--- src/rtl/fb_pkg.sv ---
// Framebuffer geometry, RGB565 packing and address helpers for pixel_writer.
// PIXEL_WRITER_DITHER_EN adds the 4x4 Bayer dither helpers.
package fb_pkg;

  localparam int FB_W_DEF = 800;
  localparam int FB_H_DEF = 480;
  localparam int XW = 10;
  localparam int YW = 9;
  localparam int AW = 20;

  typedef enum logic [1:0] {
    S_IDLE,
    S_CHECK,
    S_RUN,
    S_DRAIN
  } pw_state_t;

  typedef struct packed {
    logic [XW-1:0] x0;
    logic [YW-1:0] y0;
    logic [XW-1:0] x1;
    logic [YW-1:0] y1;
  } win_t;

  // {R,G,B} 8:8:8 -> {B[7:3], G[7:2], R[7:3]}
  function automatic logic [15:0] rgb888_to_rgb565(
    input logic [23:0] p
  );
    return {p[7:3], p[15:10], p[23:19]};
  endfunction

  function automatic logic [AW-1:0] pack_addr(
    input logic [YW-1:0] y,
    input logic [XW-1:0] x
  );
    return {1'b0, y, x};
  endfunction

`ifdef PIXEL_WRITER_DITHER_EN
  // Classic 4x4 ordered-dither matrix, row = y[1:0], col = x[1:0]
  function automatic logic [3:0] bayer4(
    input logic [3:0] idx
  );
    logic [3:0] t;
    t = 4'd0;
    unique case (idx)
      4'd0:  t = 4'd0;
      4'd1:  t = 4'd8;
      4'd2:  t = 4'd2;
      4'd3:  t = 4'd10;
      4'd4:  t = 4'd12;
      4'd5:  t = 4'd4;
      4'd6:  t = 4'd14;
      4'd7:  t = 4'd6;
      4'd8:  t = 4'd3;
      4'd9:  t = 4'd11;
      4'd10: t = 4'd1;
      4'd11: t = 4'd9;
      4'd12: t = 4'd15;
      4'd13: t = 4'd7;
      4'd14: t = 4'd13;
      4'd15: t = 4'd5;
    endcase
    return t;
  endfunction

  function automatic logic [7:0] sat_add8(
    input logic [7:0] c,
    input logic [3:0] a
  );
    logic [8:0] s;
    s = {1'b0, c} + {5'd0, a};
    return s[8] ? 8'hFF : s[7:0];
  endfunction

  // Threshold 0..15 becomes 0..7 for the 5-bit fields, 0..3 for green
  function automatic logic [15:0] dither565(
    input logic [23:0] p,
    input logic [1:0]  y2,
    input logic [1:0]  x2
  );
    logic [3:0] t;
    logic [7:0] r;
    logic [7:0] g;
    logic [7:0] b;
    t = bayer4({y2, x2});
    r = sat_add8(p[23:16], {1'b0, t[3:1]});
    g = sat_add8(p[15:8], {2'b0, t[3:2]});
    b = sat_add8(p[7:0], {1'b0, t[3:1]});
    return rgb888_to_rgb565({r, g, b});
  endfunction
`endif

endpackage

--- src/rtl/pixel_writer_coord.sv ---
// Raster position counter over a latched window.
// Load at window start, advance per accepted pixel, flag the last one.
module pixel_writer_coord
  import fb_pkg::*;
(
  input  logic          clk,
  input  logic          reset,
  input  logic          load,
  input  logic          advance,
  input  logic [XW-1:0] x0,
  input  logic [YW-1:0] y0,
  input  logic [XW-1:0] x1,
  input  logic [YW-1:0] y1,
  output logic [XW-1:0] cur_x,
  output logic [YW-1:0] cur_y,
  output logic          last
);

  // Step along the row, wrap to x0 and drop a row at x1
  always_ff @(posedge clk) begin
    if (reset) begin
      cur_x <= '0;
      cur_y <= '0;
    end else if (load) begin
      cur_x <= x0;
      cur_y <= y0;
    end else if (advance) begin
      if (cur_x == x1) begin
        cur_x <= x0;
        cur_y <= cur_y + 1'b1;
      end else begin
        cur_x <= cur_x + 1'b1;
      end
    end
  end

  assign last = (cur_x == x1) && (cur_y == y1);

endmodule

--- src/rtl/pixel_writer.sv ---
// Avalon-ST RGB888 sink writing a window into the RGB565 framebuffer.
// PIXEL_WRITER_DITHER_EN selects Bayer dither instead of truncation.
module pixel_writer
  import fb_pkg::*;
#(
  parameter int FB_W = FB_W_DEF,
  parameter int FB_H = FB_H_DEF
) (
  input  logic          clk,
  input  logic          reset,
  input  logic          start,
  input  logic [XW-1:0] win_x0,
  input  logic [YW-1:0] win_y0,
  input  logic [XW-1:0] win_x1,
  input  logic [YW-1:0] win_y1,
  output logic          busy,
  output logic          done,
  output logic          win_err,
  input  logic [23:0]   st_pixel_data,
  input  logic          st_pixel_valid,
  output logic          st_pixel_ready,
  output logic [AW-1:0] mm_address,
  output logic          mm_write,
  output logic [15:0]   mm_writedata,
  input  logic          mm_waitrequest
);

  localparam logic [XW:0] XLIM = (XW+1)'(FB_W);
  localparam logic [YW:0] YLIM = (YW+1)'(FB_H);

  pw_state_t     state_q;
  pw_state_t     state_d;
  win_t          win_q;
  logic          win_bad;
  logic          wr_free;
  logic          accept;
  logic          load;
  logic          done_d;
  logic          err_set;
  logic          err_clr;
  logic [XW-1:0] cur_x;
  logic [YW-1:0] cur_y;
  logic          last;
  logic [15:0]   pix565;

  assign wr_free = !mm_write || !mm_waitrequest;
  assign accept  = st_pixel_valid && st_pixel_ready;
  assign busy    = (state_q != S_IDLE);

  assign win_bad = (win_q.x0 > win_q.x1)
                || (win_q.y0 > win_q.y1)
                || ({1'b0, win_q.x1} >= XLIM)
                || ({1'b0, win_q.y1} >= YLIM);

`ifdef PIXEL_WRITER_DITHER_EN
  assign pix565 = dither565(st_pixel_data,
                            cur_y[1:0],
                            cur_x[1:0]);
`else
  assign pix565 = rgb888_to_rgb565(st_pixel_data);
`endif

  pixel_writer_coord u_coord (
    .clk     (clk),
    .reset   (reset),
    .load    (load),
    .advance (accept),
    .x0      (win_q.x0),
    .y0      (win_q.y0),
    .x1      (win_q.x1),
    .y1      (win_q.y1),
    .cur_x   (cur_x),
    .cur_y   (cur_y),
    .last    (last)
  );

  // State register
  always_ff @(posedge clk) begin
    if (reset) state_q <= S_IDLE;
    else       state_q <= state_d;
  end

  // Next state, sink ready and status strobes
  always_comb begin
    state_d        = state_q;
    st_pixel_ready = 1'b0;
    load           = 1'b0;
    done_d         = 1'b0;
    err_set        = 1'b0;
    err_clr        = 1'b0;
    unique case (state_q)
      S_IDLE: begin
        if (start) begin
          err_clr = 1'b1;
          state_d = S_CHECK;
        end
      end
      S_CHECK: begin
        if (win_bad) begin
          done_d  = 1'b1;
          err_set = 1'b1;
          state_d = S_IDLE;
        end else begin
          load    = 1'b1;
          err_clr = 1'b1;
          state_d = S_RUN;
        end
      end
      S_RUN: begin
        st_pixel_ready = wr_free;
        if (st_pixel_valid && wr_free && last)
          state_d = S_DRAIN;
      end
      S_DRAIN: begin
        if (wr_free) begin
          done_d  = 1'b1;
          state_d = S_IDLE;
        end
      end
    endcase
  end

  // Window is captured only when a start is honoured
  always_ff @(posedge clk) begin
    if (reset)
      win_q <= '0;
    else if (state_q == S_IDLE && start)
      win_q <= '{x0: win_x0, y0: win_y0,
                 x1: win_x1, y1: win_y1};
  end

  // Write request register: load on accept, hold while stalled
  always_ff @(posedge clk) begin
    if (reset) begin
      mm_write     <= 1'b0;
      mm_address   <= '0;
      mm_writedata <= '0;
    end else if (accept) begin
      mm_write     <= 1'b1;
      mm_address   <= pack_addr(cur_y, cur_x);
      mm_writedata <= pix565;
    end else if (!mm_waitrequest) begin
      mm_write     <= 1'b0;
    end
  end

  // Completion pulse and sticky window error
  always_ff @(posedge clk) begin
    if (reset) begin
      done    <= 1'b0;
      win_err <= 1'b0;
    end else begin
      done <= done_d;
      if (err_clr)      win_err <= 1'b0;
      else if (err_set) win_err <= 1'b1;
    end
  end

endmodule

--- config.mk ---
export PLATFORM = sky130hd
export DESIGN_NAME = pixel_writer
export DESIGN_NICKNAME = d
export VERILOG_FILES = /design/src/rtl/fb_pkg.sv /design/src/rtl/pixel_writer_coord.sv /design/src/rtl/pixel_writer.sv
export SDC_FILE = /design/constraint.sdc
export NUM_CORES = 1
export LEC_CHECK = 0
export ABC_AREA = 0
export CAP_MARGIN = 20
export CORE_MARGIN = 5
export CORE_UTILIZATION = 54
export DETAILED_ROUTE_END_ITERATION = 10
export PLACE_DENSITY = 0.85
export SKIP_CTS_REPAIR_TIMING = 1
export SLEW_MARGIN = 20
export SYNTH_ARGS = -nofsm -noshare
export SYNTH_HDL_FRONTEND = slang
export SYNTH_SLANG_ARGS = --single-unit
--- constraint.sdc ---
create_clock -name clk -period 4.6 [get_ports clk]
set_clock_uncertainty 0.1 [all_clocks]
set_input_delay 1.38 -clock clk [delete_from_list [all_inputs] [get_ports clk]]
set_output_delay 1.38 -clock clk [all_outputs]
set_load 0.1 [all_outputs]
# After elaboration in Yosys (flattened, before gate mapping)
# Cells that the tools add are included.
dict set report word_totals {
  elab_cells 67
  in_bits 67
  output_inout_bits 41
  ff_bits 97
}
dict set report op_classes {
  order_cmp 4
  eq_ne 9
  muxes 22
  add_sub_neg 2
  n_reduce_logical 18
}
# op count
set ops {}
lappend ops {{10-bit 2-to-1 mux} 3}
lappend ops {{9-bit 2-to-1 mux} 3}
lappend ops {{10-bit by 1-bit adder with 10-bit output (second input constant)} 1}
lappend ops {{10-bit equality test} 1}
lappend ops {{10-bit >= comparator (second input constant)} 1}
lappend ops {{10-bit > comparator} 1}
lappend ops {{9-bit by 1-bit adder with 9-bit output (second input constant)} 1}
lappend ops {{9-bit equality test} 1}
lappend ops {{9-bit >= comparator (second input constant)} 1}
lappend ops {{9-bit > comparator} 1}
lappend ops {{1-bit 2-to-1 mux} 9}
lappend ops {{2-bit 2-to-1 mux} 4}
lappend ops {{2-bit one-hot mux with 4 select lines} 1}
lappend ops {{2-bit inequality test (second input constant)} 3}
lappend ops {{2-bit nonzero test} 3}
lappend ops {{1-bit logical AND} 5}
lappend ops {{2-bit equality test (second input constant)} 2}
lappend ops {{1-bit logical OR} 4}
lappend ops {{1-bit one-hot mux with 2 select lines} 2}
lappend ops {{3-bit AND reduction} 1}
lappend ops {{2-bit by 1-bit equality test with 1-bit output (second input constant)} 1}
lappend ops {{1-bit logical NOT} 2}
lappend ops {{2-bit logical NOT} 1}
lappend ops {{2-bit by 1-bit inequality test with 1-bit output (second input constant)} 1}
lappend ops {{other kinds (2)} 2}

# Logic depth before layout (Yosys ltp)
# Gate-level depths: netlist of the first run.
dict set report depth {
  depth_word 8
  mapped_depth 9
}

# Cells and area by module
# A second synthesis of the first run with hierarchy kept.
dict set report hier_totals {
  hier_cells 592
  hier_area_um2 4823.4
}
# mod seq_area_each_um2 area_per_inst_um2 n_inst cells_per_inst
set modules_own_cells {}
lappend modules_own_cells {pixel_writer 1561.5 3305.7 1 419}
lappend modules_own_cells {pixel_writer_coord 380.4 1517.7 1 173}

# Worst setup path before layout of the first run
# OpenSTA, ideal clock, no wires.
dict set report synth_timing {
  path_type {input port to output port}
  startpoint {in mm_waitrequest}
  endpoint {out st_pixel_ready}
  slack_ns 0.291
  arrival_ns 2.829
  stages 3
  path_cell_list {nand2_1 nand2_1 nor2_1}
}
dict set report synth_between {
  elab_chain_cells 3
}
# item line
set synth_rtl {}
lappend synth_rtl {{start: declaration} pixel_writer.sv:25} ;# input logic mm_waitrequest
lappend synth_rtl {{1-bit logical NOT} n/a}
lappend synth_rtl {{1-bit logical OR} pixel_writer.sv:46} ;# assign wr_free = !mm_write || !mm_waitrequest;
lappend synth_rtl {{1-bit 2-to-1 mux} pixel_writer.sv:91} ;# unique case (state_q)
lappend synth_rtl {{end: declaration} pixel_writer.sv:21} ;# output logic st_pixel_ready,
# Every way passes these cells.

# Final worst setup path of the first run
# Same ends and word-level chain as after synthesis.

==> results of run 1 <==
## kinds of logic (layout without fill, tap and decap cells)
group | count (synthesis) | after routing | synth area share, %
and+or+nand+nor | 239 | 239 | 22.9
other | 1 | 1 | 0.0799
xor gates and xnor gates | 27 | 27 | 5.20
DFF | 97 | 97 | 41.4
AOI/OAI and AO/OA | 141 | 141 | 17.9
muxes | 2 | 2 | 0.453
buffers and inverters | 74 | 153 | 6.50
adders and majority gates | 21 | 21 | 5.60
## per-layer routing
layer	routed length, µm	global-route usage (%)
met1	5210	30.1
met2	5330	36.3
met3	1060	4.16
met4	244	8.47
met5	0	0
## worst max-delay path: cells and delay by family
family / cells / cell delay [ns]
and+or+nand+nor: 3 / 0.42
buffers and inverters: 2 / 0.62
## power by group through the flow
stage / combinational [mW] / clock, mW / sequential (mW)
global route: 0.703 / 0.590 / 1.01
floorplan: 0.433 / 0 / 1.04
finish: 0.640 / 0.544 / 1.00
detailed placement: 0.626 / 0 / 1.02
CTS: 0.634 / 0.552 / 0.999
global placement: 0.607 / 0 / 1.01
## stage by stage
| step | total power [mW] | setup WS [ns] | cells | area (µm²) | hold slack (ns) |
|---|---|---|---|---|---|
| global route | 2.30 | 0.582 | 789 | 5880 | 0.374 |
| global placement | 1.62 | 0.697 | 773 | 5690 | 0.341 |
| detailed placement | 1.64 | 0.700 | 773 | 5690 | 0.346 |
| CTS | 2.18 | 0.690 | 789 | 5880 | 0.360 |
| floorplan | 1.47 | 0.291 | 602 | 4690 | 0.350 |
| finish | 2.19 | 0.688 | 789 | 5880 | 0.357 |
## area by class of cell
cell class	count	area, µm²	share of cell area, %
Sequential cell	97	1940	33.0
Multi-Input combinational cell	431	2450	41.7
Clock buffer	10	128	2.17
Tap cell	108	135	2.30
Inverter	32	120	2.04
Timing Repair Buffer	105	1040	17.7
Clock inverter	6	68.8	1.17
## worst max path at each step
stage / end / slack, ns / cells after the start
2_1_floorplan: st_pixel_ready / 0.29 / 3
3_3_place_gp: st_pixel_ready / 0.70 / 5
3_5_place_dp: st_pixel_ready / 0.70 / 5
4_1_cts: st_pixel_ready / 0.69 / 5
5_1_grt: st_pixel_ready / 0.58 / 5
6_report: st_pixel_ready / 0.69 / 5
## flip-flops by register name (all words and copies together) (netlist names), named ones only
name           count
u_coord.cur_y      9
win_err            1
done               1
mm_writedata      16
state_q            1
win_q             38
mm_address        19
u_coord.cur_x     10
mm_write           1
## synth_stat cells, drive strengths merged
master / n / area share, %
a2111oi: 2 / 0.40
a211oi: 6 / 0.96
a21oi: 92 / 9.8
a221oi: 7 / 1.3
a311oi: 1 / 0.19
a31oi: 1 / 0.13
a41oi: 1 / 0.19
and3: 5 / 0.67
and4: 2 / 0.37
and4b: 1 / 0.21
buf: 12 / 1.5
clkbuf: 30 / 2.4
conb: 1 / 0.080
dfxtp: 97 / 41
ha: 21 / 5.6
inv: 32 / 2.6
mux2: 1 / 0.24
mux2i: 1 / 0.21
nand2: 169 / 14
nand2b: 1 / 0.13
nand3: 13 / 1.4
nand3b: 1 / 0.16
nand4: 12 / 1.7
nand4b: 1 / 0.19
nor2: 13 / 1.0
nor2b: 1 / 0.13
nor3: 10 / 1.1
nor3b: 1 / 0.16
nor4: 5 / 1.4
o2111a: 1 / 0.24
o211ai: 2 / 0.32
o21a: 1 / 0.16
o21ai: 8 / 0.85
o21ba: 1 / 0.21
o221a: 1 / 0.24
o221ai: 4 / 0.75
o22ai: 4 / 0.67
o31ai: 8 / 1.3
o32ai: 1 / 0.19
or2: 1 / 0.13
or3: 3 / 0.51
xnor2: 18 / 3.5
xor2: 9 / 1.7
==> tab_implementation.tex, run 1 <==
\begin{tabular}{lr}
\hline
Metric & Value \\
\hline
\multicolumn{2}{l}{\textbf{Worst setup path}} \\
\quad Slowest cell on the critical path & sky130\_fd\_sc\_hd\_\_clkdlybuf4s50\_1 \\
\quad Endpoint of the worst-slack reg-to-reg timing path & u\_coord.cur\_x[7]\$\_SDFFE\_PP0P\_ \\
\quad CP arrival & between 2 and 2.5 ns \\
\quad Critical path class & input pin to output port \\
\quad Max FO, Critical Path & 6 \\
\quad Chain of cells forming the critical path & clkdlybuf4s50\_1 > nand2\_1 > nand2\_1 > nor2\_1 > buf\_12 \\
\quad Register-to-Register Setup Slack & 1.27 ns \\
\quad Crit path required time & 3.12 ns \\
\quad Worst Reg-to-Reg Cells & 8 \\
\quad Stage delay of the slowest cell on the critical path & approximately 0.42 ns \\
\quad Crit path launch type & input pin \\
\quad Capturing element type of the critical path & output port \\
\quad Worst reg2reg startpoint & win\_q[17]\$\_SDFFE\_PP0P\_ \\
\quad Worst setup path startpoint & mm\_waitrequest \\
\quad Dominant cell type by count on the critical path & sky130\_fd\_sc\_hd\_\_nand2\_1 \\
\multicolumn{2}{l}{\textbf{Final layout}} \\
\quad Ant diodes & 0 \\
\quad Final Util & between 60 and 70\% \\
\quad Most frequent standard cell in the layout excluding fill and tap cells & sky130\_fd\_sc\_hd\_\_nand2\_1 \\
\quad Share of cells above drive strength 1 & approximately 5.4\% \\
\quad Fillcell total & 723 \\
\quad Highest-count cells in the layout ignoring fill and taps & sky130\_fd\_sc\_hd\_\_nand2\_1 (168), sky130\_fd\_sc\_hd\_\_dfxtp\_1 (97), sky130\_fd\_sc\_hd\_\_clkdlybuf4s50\_1 (96) \\
\quad Area overhead of the layout relative to synthesis & 25.4\% \\
\quad Nets@finish & around 760 \\
\multicolumn{2}{l}{\textbf{Power}} \\
\quad Worst IR drop on VDD & 0.000182 V \\
\quad Static leakage & between 2 and 2.5 nW \\
\quad Combinational share of power & 29.3\% \\
\quad Clk pwr share & 24.9\% \\
\quad Sequential Power Share & 45.8\% \\
\quad Switching part of the total power & 36.0\% \\
\quad Net switching power & 0.787 mW \\
\quad Power per cell area & 372 mW/mm² \\
\quad Pint & 1.40 mW \\
\multicolumn{2}{l}{\textbf{Timing}} \\
\quad Final critical path time including I/O delays and setup & a little under 4 ns \\
\quad Max-slew headroom & 31.4\% \\
\quad Number of pins with negative max-slew slack in the final report & 0 \\
\quad Transition at the pin with the smallest max-transition slack & 1.03 ns \\
\quad Post-route clock period utilization & 85.1\% \\
\quad Count of final setup violators & 0 \\
\quad Hold violation count in the final report & 0 \\
\quad Peak Freq & 256 MHz \\
\quad Setup TNS & 0 ns \\
\quad RSZ-0062 raised after global routing & false \\
\multicolumn{2}{l}{\textbf{Worst hold path}} \\
\quad Number of instances on the worst hold path & 2 \\
\quad HP Start & mm\_address[1]\$\_SDFFE\_PP0P\_ \\
\quad Worst min-delay path category & flip-flop to flip-flop \\
\quad Terminating pin of the worst hold path & mm\_address[1]\$\_SDFFE\_PP0P\_ \\
\multicolumn{2}{l}{\textbf{Synthesis}} \\
\quad FF+latch count, synth & 97 \\
\quad Count of warnings emitted by yosys & 0 \\
\quad Portion of the post-synthesis area used by sequential elements & 41.4\% \\
\quad Total nets after synthesis & 690 \\
\quad Cell Area, Synth & 0.00469 mm² \\
\quad Cell variety after synth & 55 \\
\quad Synthesized instance count & 602 \\
\quad Per-instance average area after synthesis & 7.80 µm² \\
\multicolumn{2}{l}{\textbf{Clocking}} \\
\quad CTS HTree Levels & 3 \\
\quad Buffer cell driving the clock tree root & sky130\_fd\_sc\_hd\_\_clkbuf\_8 \\
\quad Number of clock sinks seen by CTS & just under 100 \\
\quad CTS clk-pin slew, worst paths & 0.09 ns \\
\quad Number of buffers created by CTS & 9 \\
\quad CTS tree & done \\
\quad Clock insertion delay at the later pin of the skew report & 0.36 ns \\
\quad Number of buffers on the longest clock path & 2 \\
\multicolumn{2}{l}{\textbf{Global routing}} \\
\quad Leftover overflow at the end of global routing & 0 \\
\quad Number of antenna violations at the first check in global routing & 0 \\
\quad Largest net degree at the start of global routing & 48 \\
\quad Number of global-route vias before repair & 4,114 \\
\quad GRT Overall Usage & 22.5\% \\
\quad First-pass GRT wire length & between 15 and 20 mm \\
\multicolumn{2}{l}{\textbf{Route}} \\
\quad Average via count per standard cell & 5.61 \\
\quad Sum of routed wire length over all layers & 11.8 mm \\
\quad DRC violations left & 0 \\
\quad Count of nets left with antenna violations after detail routing & 0 \\
\quad Detailed-route via count & 4,430 \\
\quad Post-detailed-route wirelength per cell & 15.0 µm \\
\quad Number of optimization iterations in the first detailed-route pass & 5 \\
\quad Number of DRC markers after the initial detailed-route iteration & slightly above 300 \\
\multicolumn{2}{l}{\textbf{Place}} \\
\quad Buffers on Ports & between 90 and 100 \\
\quad Final RePlAce weighted congestion & 0.923 \\
\quad HPWL after detailed placement & $\sim$8.6 mm \\
\multicolumn{2}{l}{\textbf{Floorplan}} \\
\quad Die area & 0.0107 mm² \\
\quad Starting density of the core & 54.6\% \\
\quad Number of rows created at floorplan & 34 \\
\quad Top-level port count & 108 \\
\quad Die height & 103 µm \\
\quad Area inside the core boundary & 0.00859 mm² \\
\quad Die outline width & slightly above 100 µm \\
\multicolumn{2}{l}{\textbf{Job}} \\
\quad Number of max-cap violations & 0 \\
\multicolumn{2}{l}{\textbf{Run status}} \\
\quad Run status & finished, final reports clean \\
\hline
\end{tabular}
(Power assumes the default switching activity.)
==> run 2: changes to the inputs <==
--- a/config.mk
+++ b/config.mk
@@ -8,9 +8,10 @@
 export ABC_AREA = 0
 export CAP_MARGIN = 20
 export CORE_MARGIN = 5
-export CORE_UTILIZATION = 54
+export CORE_UTILIZATION = 45
 export DETAILED_ROUTE_END_ITERATION = 10
-export PLACE_DENSITY = 0.85
+export PLACE_DENSITY = 0.73
+export REMOVE_ABC_BUFFERS = 1
 export SKIP_CTS_REPAIR_TIMING = 1
 export SLEW_MARGIN = 20
 export SYNTH_ARGS = -nofsm -noshare
==> tab_implementation.tex, run 2 (synthesis gave the netlist of run 1 again) <==
\begin{tabular}{lr}
\hline
Metric & Value \\
\hline
\multicolumn{2}{l}{\textbf{Timing}} \\
\quad Post-route clock period utilization & 85.3\% (was 85.1\%) \\
\quad Setup TNS & 0 ns (unchanged) \\
\quad RSZ-0062 raised after global routing & false (unchanged) \\
\quad Number of pins with negative max-slew slack in the final report & 0 (unchanged) \\
\quad Transition at the pin with the smallest max-transition slack & 1.02 ns (was 1.03 ns) \\
\quad Max-slew headroom & 32.0\% (was 31.4\%) \\
\quad Count of final setup violators & 0 (unchanged) \\
\quad Final critical path time including I/O delays and setup & 3.92 ns (was 3.91 ns) \\
\quad Peak Freq & 255 MHz (was 256 MHz) \\
\quad Hold violation count in the final report & 0 (unchanged) \\
\multicolumn{2}{l}{\textbf{Clocking}} \\
\quad Clock insertion delay at the later pin of the skew report & 0.37 ns (was 0.36 ns) \\
\quad Number of buffers created by CTS & 9 (unchanged) \\
\quad CTS HTree Levels & 3 (unchanged) \\
\quad CTS tree & done (unchanged) \\
\quad Buffer cell driving the clock tree root & sky130\_fd\_sc\_hd\_\_clkbuf\_8 (unchanged) \\
\quad CTS clk-pin slew, worst paths & 0.08 ns (was 0.09 ns) \\
\quad Number of buffers on the longest clock path & 2 (unchanged) \\
\quad Number of clock sinks seen by CTS & 97 (unchanged) \\
\multicolumn{2}{l}{\textbf{Power}} \\
\quad Power per cell area & 369 mW/mm² (was 372 mW/mm²) \\
\quad Worst IR drop on VDD & 0.000137 V (was 0.000182 V) \\
\quad Switching part of the total power & 35.9\% (was 36.0\%) \\
\quad Sequential Power Share & 45.9\% (was 45.8\%) \\
\quad Clk pwr share & 24.8\% (was 24.9\%) \\
\quad Net switching power & 0.783 mW (was 0.787 mW) \\
\quad Combinational share of power & 29.3\% (about the same) \\
\quad Static leakage & 2.07 nW (about the same) \\
\quad Pint & 1.40 mW (about the same) \\
\multicolumn{2}{l}{\textbf{Floorplan}} \\
\quad Area inside the core boundary & 0.0102 mm² (was 0.00859 mm²) \\
\quad Die outline width & 112 µm (was 103 µm) \\
\quad Number of rows created at floorplan & 37 (was 34) \\
\quad Die height & 112 µm (was 103 µm) \\
\quad Top-level port count & 108 (unchanged) \\
\quad Starting density of the core & 45.9\% (was 54.6\%) \\
\quad Die area & 0.0126 mm² (was 0.0107 mm²) \\
\multicolumn{2}{l}{\textbf{Route}} \\
\quad Post-detailed-route wirelength per cell & 14.6 µm (was 15.0 µm) \\
\quad Average via count per standard cell & 5.29 (was 5.61) \\
\quad Number of DRC markers after the initial detailed-route iteration & 226 (was 308) \\
\quad Sum of routed wire length over all layers & 12.0 mm (was 11.8 mm) \\
\quad Number of optimization iterations in the first detailed-route pass & 5 (unchanged) \\
\quad DRC violations left & 0 (unchanged) \\
\quad Count of nets left with antenna violations after detail routing & 0 (unchanged) \\
\quad Detailed-route via count & 4,326 (was 4,430) \\
\multicolumn{2}{l}{\textbf{Worst setup path}} \\
\quad Crit path launch type & input pin (unchanged) \\
\quad Capturing element type of the critical path & output port (unchanged) \\
\quad Critical path class & input pin to output port (unchanged) \\
\quad CP arrival & 2.44 ns (was 2.43 ns) \\
\quad Crit path required time & 3.12 ns (about the same) \\
\quad Max FO, Critical Path & 6 (unchanged) \\
\multicolumn{2}{l}{\textbf{Place}} \\
\quad Buffers on Ports & 98 (unchanged) \\
\quad HPWL after detailed placement & 8.70 mm (was 8.58 mm) \\
\quad Final RePlAce weighted congestion & 0.895 (was 0.923) \\
\quad Count of placed standard cells including taps & 801 (was 773) \\
\multicolumn{2}{l}{\textbf{Global routing}} \\
\quad Number of antenna violations at the first check in global routing & 0 (unchanged) \\
\quad GRT Overall Usage & 19.3\% (was 22.5\%) \\
\quad First-pass GRT wire length & 20.3 mm (was 19.1 mm) \\
\quad Number of global-route vias before repair & 4,180 (was 4,114) \\
\quad Largest net degree at the start of global routing & 48 (unchanged) \\
\quad Leftover overflow at the end of global routing & 0 (unchanged) \\
\multicolumn{2}{l}{\textbf{Final layout}} \\
\quad Fillcell total & 958 (was 723) \\
\quad Number of flip-flops under the largest register name & 38 (unchanged) \\
\quad Ant diodes & 0 (unchanged) \\
\quad Register containing the most flip-flops in the final layout & win\_q (unchanged) \\
\quad Highest-count cells in the layout ignoring fill and taps & sky130\_fd\_sc\_hd\_\_nand2\_1 (168), sky130\_fd\_sc\_hd\_\_dfxtp\_1 (97), sky130\_fd\_sc\_hd\_\_clkdlybuf4s50\_1 (96) (unchanged) \\
\quad Area overhead of the layout relative to synthesis & 25.9\% (was 25.4\%) \\
\quad Share of cells above drive strength 1 & 5.29\% (was 5.43\%) \\
\quad Nets@finish & 764 (unchanged) \\
\quad Cell Count, Final, Fillers Out & 817 (was 789) \\
\quad Most frequent standard cell in the layout excluding fill and tap cells & sky130\_fd\_sc\_hd\_\_nand2\_1 (unchanged) \\
\quad Registers with the highest flip-flop counts & win\_q: 38 flops, mm\_address: 19 flops, mm\_writedata: 16 flops (unchanged) \\
\multicolumn{2}{l}{\textbf{Worst hold path}} \\
\quad Worst min-delay path category & flip-flop to flip-flop (unchanged) \\
\multicolumn{2}{l}{\textbf{Run status}} \\
\quad Run status & finished, final reports clean (unchanged) \\
\multicolumn{2}{l}{\textbf{Job}} \\
\quad Number of max-cap violations & 0 (unchanged) \\
\hline
\end{tabular}
[run 2: cell types whose count changed in the layout (fill, tap and decap cells not counted), sizes merged]
cell,before,now
clkbuf,10,11
clkinv,4,3
[run 2: path summary, 6_finish.rpt]
kind                            depth (start not counted)  slack, ns                       endpoint                         start
worst max register to register                          8       1.22  u_coord.cur_x[7]$_SDFFE_PP0P_        win_q[14]$_SDFFE_PP0P_
worst max-delay path                                    5       0.68                 st_pixel_ready                mm_waitrequest
worst min register to register                          2       0.35   mm_writedata[3]$_SDFFE_PP0P_  mm_writedata[3]$_SDFFE_PP0P_
worst min-delay path                                    2       0.35   mm_writedata[3]$_SDFFE_PP0P_  mm_writedata[3]$_SDFFE_PP0P_
[run 2: layout make-up]
cell class | count | area (µm²) | area share, %
timing repair buffer | 105 | 1040 | 17.6
clock buffer | 11 | 131 | 2.22
tap | 136 | 170 | 2.88
inverter | 32 | 120 | 2.03
sequential | 97 | 1940 | 32.9
multi-input combinational | 431 | 2450 | 41.5
clock inverter | 5 | 56.3 | 0.953
[run 2: power groups by stage]
stage	clock network (mW)	registers (mW)	logic (mW)
after CTS	0.558	0.998	0.640
after floorplan	0	1.06	0.379
after detailed placement	0	1.02	0.636
after global placement	0	1.01	0.617
after global routing	0.591	1.01	0.710
final	0.540	1.00	0.639
[run 2: worst max-delay path, stage by stage]
cell and delay (ns):
sky130_fd_sc_hd__clkdlybuf4s50_1 0.43, sky130_fd_sc_hd__nand2_1 0.17, sky130_fd_sc_hd__nand2_1 0.07, sky130_fd_sc_hd__nor2_1 0.19, sky130_fd_sc_hd__buf_12 0.20
[run 2: metal layers]
metal	part of all wire (%)	global-route usage (%)	vias up
met5	0	0	-
met4	2.8	9.29	0
met3	4.4	3.18	21
met2	46	30.0	119
met1	47	26.2	1992
li1	-	-	2194
[run 2: through the flow]
step           hold WS, ns  worst slack (ns)  total power [mW]  cell area, µm²  util [%]
4_1_cts              0.359             0.674              2.20            5910      57.8
5_1_grt              0.377             0.598              2.31            5910      57.8
3_3_place_gp         0.341             0.704              1.63            5720      55.9
6_report             0.354             0.677              2.18            5910      57.8
2_1_floorplan        0.344             0.289              1.43            4510         -
3_5_place_dp         0.347             0.682              1.65            5720      55.9
